===== config.mk =====
export PLATFORM = sky130hd
export DESIGN_NAME = coin_collector_flat
export DESIGN_NICKNAME = d
export VERILOG_FILES = /design/src/rtl/coin_collector_if.sv /design/src/rtl/coin_collector.sv /design/src/flat_wrapper.sv
export SDC_FILE = /design/constraint.sdc
export NUM_CORES = 1
export LEC_CHECK = 0
export BUFFER_PORTS_ARGS = -buffer_cell sky130_fd_sc_hd__buf_2
export CORE_UTILIZATION = 45
export DETAILED_ROUTE_END_ITERATION = 10
export PLACE_DENSITY = 0.79
export RECOVER_POWER = 50
export SKIP_LAST_GASP = 1
export SYNTH_ARGS = -nofsm -noshare
export SYNTH_HDL_FRONTEND = slang
export SYNTH_SLANG_ARGS = --single-unit
export TNS_END_PERCENT = 30

===== constraint.sdc =====
create_clock -name clk -period 3.9 [get_ports clk]
set_input_delay 0.78 -clock clk [delete_from_list [all_inputs] [get_ports clk]]
set_output_delay 0.78 -clock clk [all_outputs]
set_load 0.1 [all_outputs]

===== src/rtl/coin_collector_if.sv =====
// Bundle of coin, selection, core-handshake and refund signals between the
// customer front panel / vending core and the coin_collector stage.
interface coin_collector_if;
  logic       coin5_pulse;
  logic       coin1_pulse;
  logic [1:0] item_sel;
  logic       item_sel_valid;
  logic       cancel;
  logic [1:0] service_type;
  logic [1:0] coinInNTD_5;
  logic [1:0] coinInNTD_1;
  logic [1:0] itemTypeIn;
  logic [4:0] credit_value;
  logic       reject_coin;
  logic       refund_valid;
  logic [1:0] refund5;
  logic [1:0] refund1;
  logic       busy;
  logic       done;

  modport master (
    output coin5_pulse, coin1_pulse, item_sel, item_sel_valid, cancel, service_type,
    input  coinInNTD_5, coinInNTD_1, itemTypeIn, credit_value, reject_coin,
           refund_valid, refund5, refund1, busy, done
  );

  modport slave (
    input  coin5_pulse, coin1_pulse, item_sel, item_sel_valid, cancel, service_type,
    output coinInNTD_5, coinInNTD_1, itemTypeIn, credit_value, reject_coin,
           refund_valid, refund5, refund1, busy, done
  );
endinterface


===== src/rtl/coin_collector.sv =====
// Coin/selection front end: batches coins and an item choice into one request
// for the vending core, refunding on cancel or inactivity.
//
//   state      | meaning
//   -----------+-------------------------------------------------------
//   IDLE       | no customer; first coin opens a session
//   COLLECT    | accepting coins (max 3 each), waiting for item/cancel
//   REQUEST    | request presented to core until it reports SERVICE_ON
//   WAIT_DONE  | core serving; new customers held off until SERVICE_OFF
module coin_collector #(
  parameter int TIMEOUT_CYCLES = 200,
  parameter int TMR_W          = 8
) (
  input  logic             clk,
  input  logic             reset,
  coin_collector_if.slave  bus
);

  localparam logic [1:0] ST_IDLE      = 2'd0;
  localparam logic [1:0] ST_COLLECT   = 2'd1;
  localparam logic [1:0] ST_REQUEST   = 2'd2;
  localparam logic [1:0] ST_WAIT_DONE = 2'd3;

  localparam logic [1:0] SVC_OFF   = 2'b00;
  localparam logic [1:0] SVC_ON    = 2'b01;
  localparam logic [1:0] ITEM_NONE = 2'b00;
  localparam logic [1:0] CNT_MAX   = 2'd3;

  localparam logic [TMR_W-1:0] TMR_LAST = TMR_W'(TIMEOUT_CYCLES - 1);

  logic [1:0]       state_q, state_d;
  logic [1:0]       cnt5_q, cnt5_d;
  logic [1:0]       cnt1_q, cnt1_d;
  logic [1:0]       item_q, item_d;
  logic [TMR_W-1:0] tmr_q, tmr_d;
  logic [1:0]       out5_q, out5_d;
  logic [1:0]       out1_q, out1_d;
  logic [1:0]       out_item_q, out_item_d;
  logic             reject_q, reject_d;
  logic             refund_valid_q, refund_valid_d;
  logic [1:0]       refund5_q, refund5_d;
  logic [1:0]       refund1_q, refund1_d;
  logic             busy_q, busy_d;
  logic             done_q, done_d;

  logic       coin_any;
  logic       acc5, acc1, acc_any;
  logic       rej_full;
  logic [1:0] sum5, sum1;
  logic       timeout;

  // A coin is accepted only while its count has headroom; the saturated one bounces.
  always_comb begin
    coin_any = bus.coin5_pulse | bus.coin1_pulse;
    acc5     = bus.coin5_pulse & (cnt5_q != CNT_MAX);
    acc1     = bus.coin1_pulse & (cnt1_q != CNT_MAX);
    acc_any  = acc5 | acc1;
    rej_full = (bus.coin5_pulse & ~acc5) | (bus.coin1_pulse & ~acc1);
    sum5     = cnt5_q + {1'b0, acc5};
    sum1     = cnt1_q + {1'b0, acc1};
    timeout  = (tmr_q == TMR_LAST) & ~acc_any;
  end

  always_comb begin
    state_d        = state_q;
    cnt5_d         = cnt5_q;
    cnt1_d         = cnt1_q;
    item_d         = item_q;
    tmr_d          = '0;
    reject_d       = 1'b0;
    refund_valid_d = 1'b0;
    refund5_d      = 2'd0;
    refund1_d      = 2'd0;
    done_d         = 1'b0;

    case (state_q)
      ST_IDLE: begin
        if (coin_any) begin
          cnt5_d  = {1'b0, bus.coin5_pulse};
          cnt1_d  = {1'b0, bus.coin1_pulse};
          state_d = ST_COLLECT;
        end
      end

      ST_COLLECT: begin
        cnt5_d   = sum5;
        cnt1_d   = sum1;
        reject_d = rej_full;
        tmr_d    = acc_any ? '0 : tmr_q + TMR_W'(1);
        if (bus.cancel || timeout) begin
          // Refund reports the coins accepted on this very cycle too.
          refund_valid_d = 1'b1;
          refund5_d      = sum5;
          refund1_d      = sum1;
          cnt5_d         = 2'd0;
          cnt1_d         = 2'd0;
          tmr_d          = '0;
          state_d        = ST_IDLE;
        end else if (bus.item_sel_valid && (bus.item_sel != ITEM_NONE)) begin
          item_d  = bus.item_sel;
          tmr_d   = '0;
          state_d = ST_REQUEST;
        end
      end

      ST_REQUEST: begin
        reject_d = coin_any;
        if (bus.service_type == SVC_ON) begin
          cnt5_d  = 2'd0;
          cnt1_d  = 2'd0;
          item_d  = ITEM_NONE;
          state_d = ST_WAIT_DONE;
        end
      end

      ST_WAIT_DONE: begin
        reject_d = coin_any;
        if (bus.service_type == SVC_OFF) begin
          done_d  = 1'b1;
          state_d = ST_IDLE;
        end
      end

      default: state_d = ST_IDLE;
    endcase
  end

  // Core-facing outputs are registered and only carry data while in REQUEST.
  always_comb begin
    out5_d     = 2'd0;
    out1_d     = 2'd0;
    out_item_d = ITEM_NONE;
    if (state_d == ST_REQUEST) begin
      out5_d     = cnt5_d;
      out1_d     = cnt1_d;
      out_item_d = item_d;
    end
    busy_d = (state_d == ST_REQUEST) || (state_d == ST_WAIT_DONE);
  end

  always_ff @(posedge clk) begin
    if (!reset) begin
      state_q        <= ST_IDLE;
      cnt5_q         <= 2'd0;
      cnt1_q         <= 2'd0;
      item_q         <= ITEM_NONE;
      tmr_q          <= '0;
      out5_q         <= 2'd0;
      out1_q         <= 2'd0;
      out_item_q     <= ITEM_NONE;
      reject_q       <= 1'b0;
      refund_valid_q <= 1'b0;
      refund5_q      <= 2'd0;
      refund1_q      <= 2'd0;
      busy_q         <= 1'b0;
      done_q         <= 1'b0;
    end else begin
      state_q        <= state_d;
      cnt5_q         <= cnt5_d;
      cnt1_q         <= cnt1_d;
      item_q         <= item_d;
      tmr_q          <= tmr_d;
      out5_q         <= out5_d;
      out1_q         <= out1_d;
      out_item_q     <= out_item_d;
      reject_q       <= reject_d;
      refund_valid_q <= refund_valid_d;
      refund5_q      <= refund5_d;
      refund1_q      <= refund1_d;
      busy_q         <= busy_d;
      done_q         <= done_d;
    end
  end

  assign bus.coinInNTD_5  = out5_q;
  assign bus.coinInNTD_1  = out1_q;
  assign bus.itemTypeIn   = out_item_q;
  assign bus.credit_value = ({3'b000, cnt5_q} * 5'd5) + {3'b000, cnt1_q};
  assign bus.reject_coin  = reject_q;
  assign bus.refund_valid = refund_valid_q;
  assign bus.refund5      = refund5_q;
  assign bus.refund1      = refund1_q;
  assign bus.busy         = busy_q;
  assign bus.done         = done_q;

endmodule


===== src/flat_wrapper.sv =====
// flat-port wrapper written by rule: the top's interface ports become plain ports
module coin_collector_flat 
#(
  parameter int TIMEOUT_CYCLES = 200,
  parameter int TMR_W          = 8
)
  (clk, reset, bus_coin5_pulse, bus_coin1_pulse, bus_item_sel, bus_item_sel_valid, bus_cancel, bus_service_type, bus_coinInNTD_5, bus_coinInNTD_1, bus_itemTypeIn, bus_credit_value, bus_reject_coin, bus_refund_valid, bus_refund5, bus_refund1, bus_busy, bus_done);
  coin_collector_if bus_i ();
  input  logic clk;
  input  logic reset;
  input wire logic [$bits(bus_i.coin5_pulse)-1:0] bus_coin5_pulse;
  input wire logic [$bits(bus_i.coin1_pulse)-1:0] bus_coin1_pulse;
  input wire logic [$bits(bus_i.item_sel)-1:0] bus_item_sel;
  input wire logic [$bits(bus_i.item_sel_valid)-1:0] bus_item_sel_valid;
  input wire logic [$bits(bus_i.cancel)-1:0] bus_cancel;
  input wire logic [$bits(bus_i.service_type)-1:0] bus_service_type;
  output wire logic [$bits(bus_i.coinInNTD_5)-1:0] bus_coinInNTD_5;
  output wire logic [$bits(bus_i.coinInNTD_1)-1:0] bus_coinInNTD_1;
  output wire logic [$bits(bus_i.itemTypeIn)-1:0] bus_itemTypeIn;
  output wire logic [$bits(bus_i.credit_value)-1:0] bus_credit_value;
  output wire logic [$bits(bus_i.reject_coin)-1:0] bus_reject_coin;
  output wire logic [$bits(bus_i.refund_valid)-1:0] bus_refund_valid;
  output wire logic [$bits(bus_i.refund5)-1:0] bus_refund5;
  output wire logic [$bits(bus_i.refund1)-1:0] bus_refund1;
  output wire logic [$bits(bus_i.busy)-1:0] bus_busy;
  output wire logic [$bits(bus_i.done)-1:0] bus_done;
  assign bus_i.coin5_pulse = bus_coin5_pulse;
  assign bus_i.coin1_pulse = bus_coin1_pulse;
  assign bus_i.item_sel = bus_item_sel;
  assign bus_i.item_sel_valid = bus_item_sel_valid;
  assign bus_i.cancel = bus_cancel;
  assign bus_i.service_type = bus_service_type;
  assign bus_coinInNTD_5 = bus_i.coinInNTD_5;
  assign bus_coinInNTD_1 = bus_i.coinInNTD_1;
  assign bus_itemTypeIn = bus_i.itemTypeIn;
  assign bus_credit_value = bus_i.credit_value;
  assign bus_reject_coin = bus_i.reject_coin;
  assign bus_refund_valid = bus_i.refund_valid;
  assign bus_refund5 = bus_i.refund5;
  assign bus_refund1 = bus_i.refund1;
  assign bus_busy = bus_i.busy;
  assign bus_done = bus_i.done;
  coin_collector #(.TIMEOUT_CYCLES(TIMEOUT_CYCLES), .TMR_W(TMR_W)) u_core (.clk(clk), .reset(reset), .bus(bus_i));
endmodule

### Word level (Yosys, flattened, before mapping)

Index checks and enable logic that the tools add are counted.

* add/sub/neg operators: 4
* multiply operators: 1
* equality and inequality tests: 9
* mux-type cells: 21
* bitwise logic cells: 13
* reductions and logical operators: 12

Operator list (count)
* $mux W2: 14
* $pmux W2 S3: 2
* $add A8 B1 Y8 const B: 1
* $eq A2 B2 Y1 const B: 4
* $eq A8 B8 Y1 const B: 1
* $pmux W2 S4: 1
* $reduce_and A2 Y1: 3
* $add A5 B2 Y5: 1
* $and A1 B1 Y1: 5
* $mul A2 B3 Y5 const B: 1
* $not A1 Y1: 5
* $reduce_or A5 Y1: 1
* $add A2 B1 Y2: 2
* $eq A2 B1 Y1 const B: 2
* $logic_not A2 Y1: 2
* $ne A2 B2 Y1 const B: 2
* $pmux W2 S2: 1
* $or A1 B1 Y1: 3
* $reduce_and A3 Y1: 1
* $logic_or A1 B1 Y1: 2
* $mux W1: 2
* $pmux W1 S2: 1
* $reduce_bool A2 Y1: 1
* $reduce_or A2 Y1: 1
* $logic_and A1 B1 Y1: 1

* register bits: 30
* input bits: 10
* output and inout port bits: 19
* word-level logic and storage cells: 74

### Logic depth before layout (Yosys ltp)

* depth after elaboration: 10
* mapped depth: 7
* mapped depth without buffers: 7

### Worst setup path after synthesis

OpenSTA, ideal clock, no wires.

* path type: register to output
* from: reg u_core.cnt5_q[1]
* to: out bus_credit_value[3]
* data arrival time: 2.768 ns
* data required time: 3.120 ns
* slack: 0.352 ns
* cell stages (with the launch flop): 6
* path buffers: 0
* cell sequence: dfxtp_1 -> ha_1 -> ha_1 -> inv_1 -> fa_1 -> xnor2_1

* cells in the longest elaborated chain, start to end: 2

RTL lines
* from (decl): line coin_collector.sv:32 `logic [1:0] cnt5_q, cnt5_d;`
* from (signal assigned): line coin_collector.sv:159 `cnt5_q <= cnt5_d;`
* $mul A2 B3 Y5: line coin_collector.sv:178 `assign bus.credit_value = ({3'b000, cnt5_q} * 5'd5) + {3'b000, cnt1_q};`
* $add A5 B2 Y5: line coin_collector.sv:178
* to (decl): line flat_wrapper.sv:20 `output wire logic [$bits(bus_i.credit_value)-1:0] bus_credit_value;`

Every way passes these cells.

### Worst setup path in the final report

* from: reg u_core.cnt5_q[1]
* to: out bus_credit_value[2]

The elaborated chain is that of the path after synthesis.

==> results_dict.tcl <==
set metrics [dict create \
    yosys.cell_types.count 31 \
    h_tree_depth_reported_by_cts 2 \
    die-area_sq_um 3530 \
    maxCapViolCount 1 \
    critPathMaxStageDelay_ns 0.47 \
    setup_viol_count_final 0 \
    row_count 20 \
    via_per_inst 5.20 \
    grt_use_total_pct 19.3 \
    width_of_the_die_um 59.4 \
    clk_root_buffer_cell "clkbuf_4" \
    max-slew-margin-rel_pct -2.76 \
    syn_nets 184 \
    antenna-diode-count 0 \
    synthesis.area_sq_um 1480 \
    cellPowerDensity_nw_per_um2 399 \
    grt_pass1_wl_um 4860 \
    fin_crit_ns 3.01 \
    min_path_type "reg2reg" \
    min_period_over_period_pct 77.2 \
    min_delay_worst_endpoint "u_core.tmr_q[0]$_SDFF_PP0_" \
    routed-via-count 1253 \
    finClkSkew_ns 0.0149 \
    syn_to_final_growth_pct 14.8 \
    synth_simple_gate_area_share_pct 28.5 \
    post-cts-setup-buffers 0 \
    element_type_at_the_critical_path_start "flop" \
    synth_async_sr_flop_share_pct 0 \
    synth_mux_area_share_pct 0 \
    clock.fmax_mhz 332 \
    fin_tns_setup_ns 0 \
    critical_path.endpoint_type "output pin" \
    ys.warnings.count 0 \
    timing_worst_slew_pin_value_ns 1.53 \
    number_of_cells_on_the_worst_hold_path 1 \
    ctsResizeCount 0 \
    hold_path_startpoint "u_core.tmr_q[0]$_SDFF_PP0_" \
    pin_count 29 \
    design_power_total_mw 0.678 \
    antenna_found_initial 0 \
    reg2reg_from "u_core.tmr_q[3]$_SDFF_PP0_" \
    synth-edff-count 0 \
    post_synth_fa_ha_maj_area_fraction_pct 11.5 \
    violations "max-capacitance violations, max-slew violations" \
    crit_path_top_delay_cell "dfxtp_1" \
    synth-compound-area-share_pct 13.1 \
    via_count_of_the_first_global_routing_pass 1100 \
    post_synth_xor_area_fraction_pct 4.14 \
    run_status "finished, violations left" \
    fin_cells 241 \
    nets 219 \
    postSynth.topFlopCell "dfxtp_1" \
    routed_wl_um 2990 \
    yosysTopAreaCell "dfxtp_1" \
    timing.critical_path.cells "ha_1 -> ha_1 -> inv_1 -> fa_1 -> inv_1 -> buf_2" \
    drtIter0Drc 29 \
    starting_density_of_the_core_pct 48.2 \
    grt_max_degree 11 \
    leakagePower_nw 0.689 \
    setup_slack_ns 0.889 \
    ys_seq_elements 30 \
    syn_area_per_cell_sq_um 9.21 \
    gp_routability_congestion 0.850 \
    cts_sinks 30 \
    fin_worst_hold_slack_ns 0.454 \
    gr_ovfl_total 0 \
    synth_area_leaders "dfxtp_1, ha_1, nor2_1" \
    synth_top_area_share_pct 40.5 \
    cts-buffers-inserted 5 \
    insertion_delay_ns 0.34 \
    layout.filler_cells 304 \
    place.port_buffers 28 \
    fp.coreArea_sq_um 3080 \
    dpl_worst_slack_ns 1.25 \
    synth-seq-area-share_pct 40.5 \
    cts.hold.buffers_added 0 \
    rsz0062_at_grt "false" \
    maximum_clock_insertion_buffer_count 2 \
    cp.buffers_inverters 3 \
    setup.worst_path.class "reg2out" \
    peakVddDrop_mv 0.184 \
    post-route-drc-count 0 \
    critical_path.reg2reg.endpoint "u_core.bus.coinInNTD_1[1]$_SDFF_PN0_" \
    cp_max_fo 8 \
    timing.reg2reg.worst_path_depth 5 \
    ant_nets 0 \
    report.final.hold_viol_count 0 \
    detailed_place_hpwl_um 2210 \
    dominant_combinational_cell_family_by_area_after_synthesis "simple AND/OR/NAND/NOR gates" \
    tritoncts "built" \
    floorplan.die.height_um 59.4 \
    cell_count_after_synthesis 161 \
    placed_cells_incl_taps 233 \
    number_of_search_and_repair_iterations_in_the_first_detailed_routing_pass 4 \
    timing.final.max_slew_violations 11 \
    worstPathRequired_ns 3.12 \
    layout_cells_sized_above_1_pct 12.7 \
    timing.reg2reg.setup_slack_ns 0.91 \
    post_drt_wl_per_cell_um 12.4 \
    critPathTopFamily "adder cells" \
    arrival_ns 2.23 \
    clk_pin_slew_ns 0.09 \
]
## flip-flops by register name, indices dropped and copies added (netlist names)
signal,count
u_core.bus.itemTypeIn,2
u_core.bus.refund_valid,1
u_core.state_q,2
u_core.cnt5_q,2
u_core.tmr_q,8
u_core.cnt1_q,2
u_core.bus.coinInNTD_5,2
u_core.bus.busy,1
u_core.bus.coinInNTD_1,2
u_core.bus.done,1
u_core.bus.refund1,2
u_core.bus.refund5,2
u_core.bus.reject_coin,1
u_core.item_q,2
## worst max path at each step
stage / cells past startpoint / start / slack (ns) / end
after global routing: 5 / u_core.tmr_q[3]$_SDFF_PP0_ / 0.65 / u_core.bus.itemTypeIn[0]$_SDFF_PN0_
final: 6 / u_core.cnt5_q[1]$_SDFF_PN0_ / 0.89 / bus_credit_value[2]
after global placement: 6 / u_core.cnt5_q[1]$_SDFF_PN0_ / 1.30 / bus_credit_value[2]
after CTS: 6 / u_core.cnt5_q[1]$_SDFF_PN0_ / 0.89 / bus_credit_value[2]
after detailed placement: 6 / u_core.cnt5_q[1]$_SDFF_PN0_ / 1.25 / bus_credit_value[2]
after floorplan: 5 / u_core.cnt5_q[1]$_SDFF_PN0_ / 0.35 / bus_credit_value[3]
## kinds of logic (layout without fill, tap and decap cells)
family                     Yosys count  in the layout
and+or+nand+nor                     75             75
DFF                                 30             30
AOI/OAI and AO/OA                   27             27
adders and majority gates           13             13
buffers and inverters                9             45
xor gates and xnor gates             7              7
## placed cells by master (no fill, tap or decap), types with 2 or more instances in the layout
| master | synthesis | routed |
|---|---|---|
| xnor2_1 | 3 | 3 |
| and2_1 | 11 | 11 |
| clkbuf_1 | 0 | 15 |
| ha_1 | 12 | 12 |
| and3_1 | 2 | 2 |
| nand3_1 | 9 | 9 |
| a211oi_1 | 5 | 5 |
| a21boi_0 | 4 | 4 |
| a32o_1 | 2 | 2 |
| nand2b_1 | 10 | 10 |
| nor3_1 | 3 | 3 |
| nor2b_1 | 5 | 5 |
| clkbuf_4 | 0 | 5 |
| inv_1 | 9 | 9 |
| a221o_1 | 3 | 3 |
| buf_2 | 0 | 14 |
| nor2_1 | 19 | 19 |
| xor2_1 | 4 | 4 |
| a21oi_1 | 8 | 8 |
| o211ai_1 | 2 | 2 |
| dfxtp_1 | 30 | 30 |
| nand2_1 | 8 | 8 |
## stage by stage
stage	utilization (%)	instance area (sq um)
3_5_place_dp	54.5	1680
6_report	55.3	1700
3_3_place_gp	54.5	1680
5_1_grt	55.3	1700
4_1_cts	56.5	1740
2_1_floorplan	-	1480
## synth_stat cells (3+ instances only)
master	number
nand2b_1	10
nor3_1	3
xor2_1	4
ha_1	12
dfxtp_1	30
a21oi_1	8
nor2_1	19
and2_1	11
nor2b_1	5
nand2_1	8
xnor2_1	3
a221o_1	3
a211oi_1	5
a21boi_0	4
nand3_1	9
inv_1	9
## metal layers
layer	wire length, um	GRT usage (%)
met3	163	5.24
met2	1420	31.3
met1	1340	22.4
met5	0	0
met4	62	11.9
## power breakdown
group          leakage [nW]  switching [mW]  internal (mW)  total [mW]
registers             0.243         0.00991          0.315       0.325
logic                 0.411           0.115         0.0427       0.158
clock network        0.0353           0.108         0.0873       0.195
total                 0.689           0.233          0.445       0.678
## final cells by class
cell class                 count  area (sq um)  area share (%)
inverter                       9          33.8            1.99
sequential                    30           601            35.3
timing repair buffer          28           123            7.21
clock inverter                 1          5.00           0.294
multi-input combinational    122           830            48.8
tap                           44          55.1            3.24
clock buffer                   7          55.1            3.24
Note: power is estimated with default switching activity, not from simulation.
